$ cat config.mk
export PLATFORM = sky130hd
export DESIGN_NAME = bus_arbiter7
export DESIGN_NICKNAME = d
export VERILOG_FILES = /design/src/rtl/bus_arbiter7.sv
export SDC_FILE = /design/constraint.sdc
export NUM_CORES = 1
export LEC_CHECK = 0
export CORE_UTILIZATION = 45
export CTS_BUF_LIST = sky130_fd_sc_hd__clkbuf_8
export DETAILED_ROUTE_END_ITERATION = 12
export PLACE_DENSITY = 0.73
export REMOVE_ABC_BUFFERS = 1
export SYNTH_ARGS = -nofsm -noshare
export SYNTH_HDL_FRONTEND = slang
export SYNTH_SLANG_ARGS = --single-unit
$ cat constraint.sdc
create_clock -name clk -period 3.7 [get_ports clk]
set_input_delay 1.11 -clock clk [delete_from_list [all_inputs] [get_ports clk]]
set_output_delay 1.11 -clock clk [all_outputs]
set_load 0.02 [all_outputs]
$ cat src/rtl/bus_arbiter7.sv
// Registered fixed-priority arbiter sharing one tristate byte bus among seven drivers.
// One-hot grants feed the driver enables directly; a turnaround cycle separates owners.
module bus_arbiter7 #(
    parameter int unsigned MAX_HOLD = 8
) (
    input  logic       clk,
    input  logic       rst,
    input  logic [7:1] req,
    output logic [7:1] gnt,
    output logic [2:0] owner,
    output logic       busy,
    output logic       timeout
);

    localparam logic [7:0] HoldMax = 8'(MAX_HOLD);

    typedef enum logic [1:0] {StIdle, StGrant, StTurn} state_e;

    state_e     state_q, state_d;
    logic [7:1] gnt_q, gnt_d;
    logic [7:1] mask_q, mask_d;
    logic [7:1] cand;
    logic [2:0] owner_q, owner_d;
    logic [2:0] winner;
    logic [7:0] cnt_q, cnt_d;
    logic       timeout_q, timeout_d;
    logic       busy_q;

    // A masked requester that is alone still wins, so no cycle is wasted.
    always_comb begin
        cand = req & ~mask_q;
        if (cand == '0) begin
            cand = req;
        end
        winner = '0;
        for (int i = 7; i >= 1; i--) begin
            if (cand[i]) begin
                winner = 3'(i);
            end
        end
    end

    always_comb begin
        state_d   = state_q;
        gnt_d     = gnt_q;
        owner_d   = owner_q;
        cnt_d     = cnt_q;
        mask_d    = mask_q;
        timeout_d = 1'b0;
        unique case (state_q)
            StGrant: begin
                // gnt is one-hot, so this picks out req[owner].
                if ((req & gnt_q) == '0) begin
                    state_d = StTurn;
                    gnt_d   = '0;
                    owner_d = '0;
                end else if (cnt_q == HoldMax) begin
                    state_d   = StTurn;
                    gnt_d     = '0;
                    owner_d   = '0;
                    mask_d    = gnt_q;
                    timeout_d = 1'b1;
                end else begin
                    cnt_d = cnt_q + 8'd1;
                end
            end
            default: begin
                if (state_q == StTurn) begin
                    mask_d = '0;
                end
                if (winner != '0) begin
                    state_d = StGrant;
                    owner_d = winner;
                    cnt_d   = 8'd1;
                    for (int j = 1; j <= 7; j++) begin
                        gnt_d[j] = (winner == 3'(j));
                    end
                end else begin
                    state_d = StIdle;
                end
            end
        endcase
    end

    always_ff @(posedge clk) begin
        if (rst) begin
            state_q   <= StIdle;
            gnt_q     <= '0;
            owner_q   <= '0;
            cnt_q     <= '0;
            mask_q    <= '0;
            timeout_q <= 1'b0;
            busy_q    <= 1'b0;
        end else begin
            state_q   <= state_d;
            gnt_q     <= gnt_d;
            owner_q   <= owner_d;
            cnt_q     <= cnt_d;
            mask_q    <= mask_d;
            timeout_q <= timeout_d;
            busy_q    <= (state_d != StIdle);
        end
    end

    assign gnt     = gnt_q;
    assign owner   = owner_q;
    assign busy    = busy_q;
    assign timeout = timeout_q;

endmodule

==> impl_metrics.csv <==
group,metric,value,unit
power,leakagePower,0.000670,µW
synthesis,synth_top_cell_by_area,"dfxtp_1",
clock_network,cts.sinks,29,
synthesis,ys_top_cells_by_area,"dfxtp_1, o32ai_2, nor2_1, a31oi_1, xnor2_1",
drt,vias,1356,
floorplan,rows,20,
clock_network,h-tree-depth,2,
worst_setup_path,reg2reg_to,"owner[1]",
synthesis,synth_edf_count,0,
clock_network,root_buffer,"clkbuf_8",
clock_network,cts_hold_buf,0,
finish,diodes,0,
worst_setup_path,path_class,"primary input to flop",
finish,fillCellCount,299,
grt,grt_max_degree,22,
finish,nets,200,
timing,rsz0062_at_grt,"no",
drt,detail_route.wirelength,3570,µm
placement,place_area,1800,µm²
synthesis,synth_warnings,0,
synthesis,yosysSeqAreaShare,37.3,%
run,maxCapViolCount,0,
hold_path,holdPathStages,1,
timing,timing.max_slew.rel_slack,57.4,%
placement,dp_slack,137,ps
worst_setup_path,end_kind,"flop",
floorplan,io_pins,21,
timing,maxSlewViolCount,0,
worst_setup_path,arrival,3550,ps
grt,grtUsageTotal,22.6,%
worst_setup_path,cp_max_fo,9,
worst_setup_path,r2r-start,"cnt_q[0]",
timing,fin_crit_sh,90.1,%
placement,place_congestion,0.924,
worst_setup_path,critPathRequiredTime,3920,ps
synthesis,synth_top_area_share,37.3,%
clock_network,cts_tree,"yes",
drt,drtAntennaViolNets,0,
floorplan,start_util,49.0,%
hold_path,worstHoldStart,"owner[2]",
synthesis,syn_area_per_cell,9.43,µm²
synthesis,async_flop_share,0,%
timing,hold_viol_final,0,
synthesis,synth_seq_cells,29,
drt,routed_via_density,5.79,
worst_setup_path,r2r_setup_slack,1030,ps
timing,fin_tns_setup,0,ps
grt,antenna_found_initial,0,
floorplan,coreArea,3180,µm²
timing,finClkSkew,2.70,ps
timing,worstMarginPinSlew,635,ps
hold_path,hold_path_end,"owner[2]",
grt,overflow,0,
worst_setup_path,reg2reg_depth,9,
clock_network,insertion_delay,280,ps
placement,dp_hpwl,2660,µm
floorplan,dieArea,3700,µm²
timing,whs,476,ps
timing,fin_ws,367,ps
timing,period_needed,3330,ps
finish,fin_cells,234,
hold_path,hold_path.class,"flop to flop",
grt,grt_pass1_vias,1284,
timing,setup_viol,0,
clock_network,cts.path.max_buffers,2,
synthesis,synthFlopType,"dfxtp_1",
drt,first_pass_iters,4,
finish,synthToLayoutAreaGrowth,20.7,%
power,power_density,358,nW/µm²
synthesis,synth_area,1560,µm²
status,status,"finished, final reports clean",
clock_network,cts_resized,0,
placement,dp_cells,226,
clock_network,cts_buffers,5,
floorplan,die_h,60.8,µm
grt,grt_pass1_wl,5990,µm
drt,wl_per_cell,15.3,µm
worst_setup_path,start_kind,"primary input",
placement,io_buffers,20,
power,peakVddDrop,213,µV
clock_network,postCtsSetupBuffers,0,
synthesis,synthDistinctLibCells,46,
clock_network,clk_pin_slew,60,ps
drt,remaining_drc_errors,0,
finish,final_cell_area,1880,µm²
timing,max_freq,300,MHz
finish,drive_gt1_share,12.6,%
drt,drt_iter0_drc,89,
floorplan,die_x,60.8,µm
synthesis,syn_inst,165,
## state kept, by name, indices dropped and copies added (netlist names)
signal and cells:
owner 3, cnt_q 8, timeout 1, gnt 7
state_q 2, busy 1, mask_q 7
## power by group
part           total [µW]  leakage (µW)  switching [µW]  internal (µW)
Clock                 236     0.0000519             111            125
Combinational         106      0.000382            59.6           46.2
Sequential            331      0.000236            9.12            322
Total                 672      0.000670             180            493
## synthesized netlist by cell type (all sizes together) (3+ instances only)
master,number
a32o,4
buf,5
inv,11
xnor2,6
nand3,3
o21ai,6
and2b,3
a31oi,10
dfxtp,29
or2,4
nand2,5
and3,8
nor2b,3
nor4,4
o32ai,7
nor2,18
nand2b,6
a22o,5
a41o,4
## kinds of logic (layout without fill, tap and decap cells)
family	Yosys count	in the layout	share of synthesized area (%)
AO/OA/AOI/OAI	49	49	29.8
AND/OR/NAND/NOR	62	62	22.9
flip-flops	29	29	37.3
XOR/XNOR	6	6	3.38
adder cells (fa/ha/maj)	2	2	1.61
buffers and inverters	17	42	4.98
## how the worst max path moves through the flow
stage	startpoint	end	cells past startpoint
final	req[3]	owner[1]	7
after CTS	req[3]	owner[1]	7
after global placement	req[3]	cnt_q[0]	7
after floorplan	req[3]	cnt_q[0]	6
after global routing	req[3]	owner[1]	7
after detailed placement	req[3]	cnt_q[0]	7
## cell type report
class / instances / area [µm²] / area share, %
multi-input combinational: 119 / 898 / 47.8
timing repair buffer: 23 / 223 / 11.9
clock inverter: 3 / 11.3 / 0.600
tap: 44 / 55.1 / 2.93
clock buffer: 5 / 68.8 / 3.66
sequential: 29 / 581 / 30.9
inverter: 11 / 41.3 / 2.20
## cell usage in the layout, fill, tap and decap left out, types with 2 or more instances in the layout
cell type,count
nor2_1,18
o32ai_2,7
nor2b_1,3
clkdlybuf4s50_1,20
nor4_1,3
a22oi_1,2
a22o_1,5
a32o_1,4
inv_1,14
and3_1,8
nand2b_1,6
o21ai_0,6
nand3_1,3
or2_2,3
a41oi_1,2
ha_1,2
nand2_1,5
clkbuf_8,5
buf_4,3
dfxtp_1,29
and2b_1,3
a31oi_1,10
xnor2_1,6
a41o_1,3
## per-stage QoR
stage          power [µW]  utilization, %
2_1_floorplan         401               -
3_3_place_gp          441            56.6
3_5_place_dp          442            56.6
4_1_cts               677            59.1
5_1_grt               702            59.1
6_report              672            59.1
## metal layers
layer  wire length (µm)  track usage (%)  share of wire, %  up-vias
met5                  0                0                 0        -
met4                104             11.0               2.9        0
met3                236             6.18               6.6       10
met2               1610             35.5                45       51
met1               1620             28.7                45      628
li1                   -                -                 -      667
## critical path, cell delays in order
cell and delay [ps]:
clkdlybuf4s50_1 520, nor2b_1 320, nor4_4 100, a41o_4 290, or2_0 330, o31ai_2 630
a22o_1 250
(Power assumes the default switching activity.)
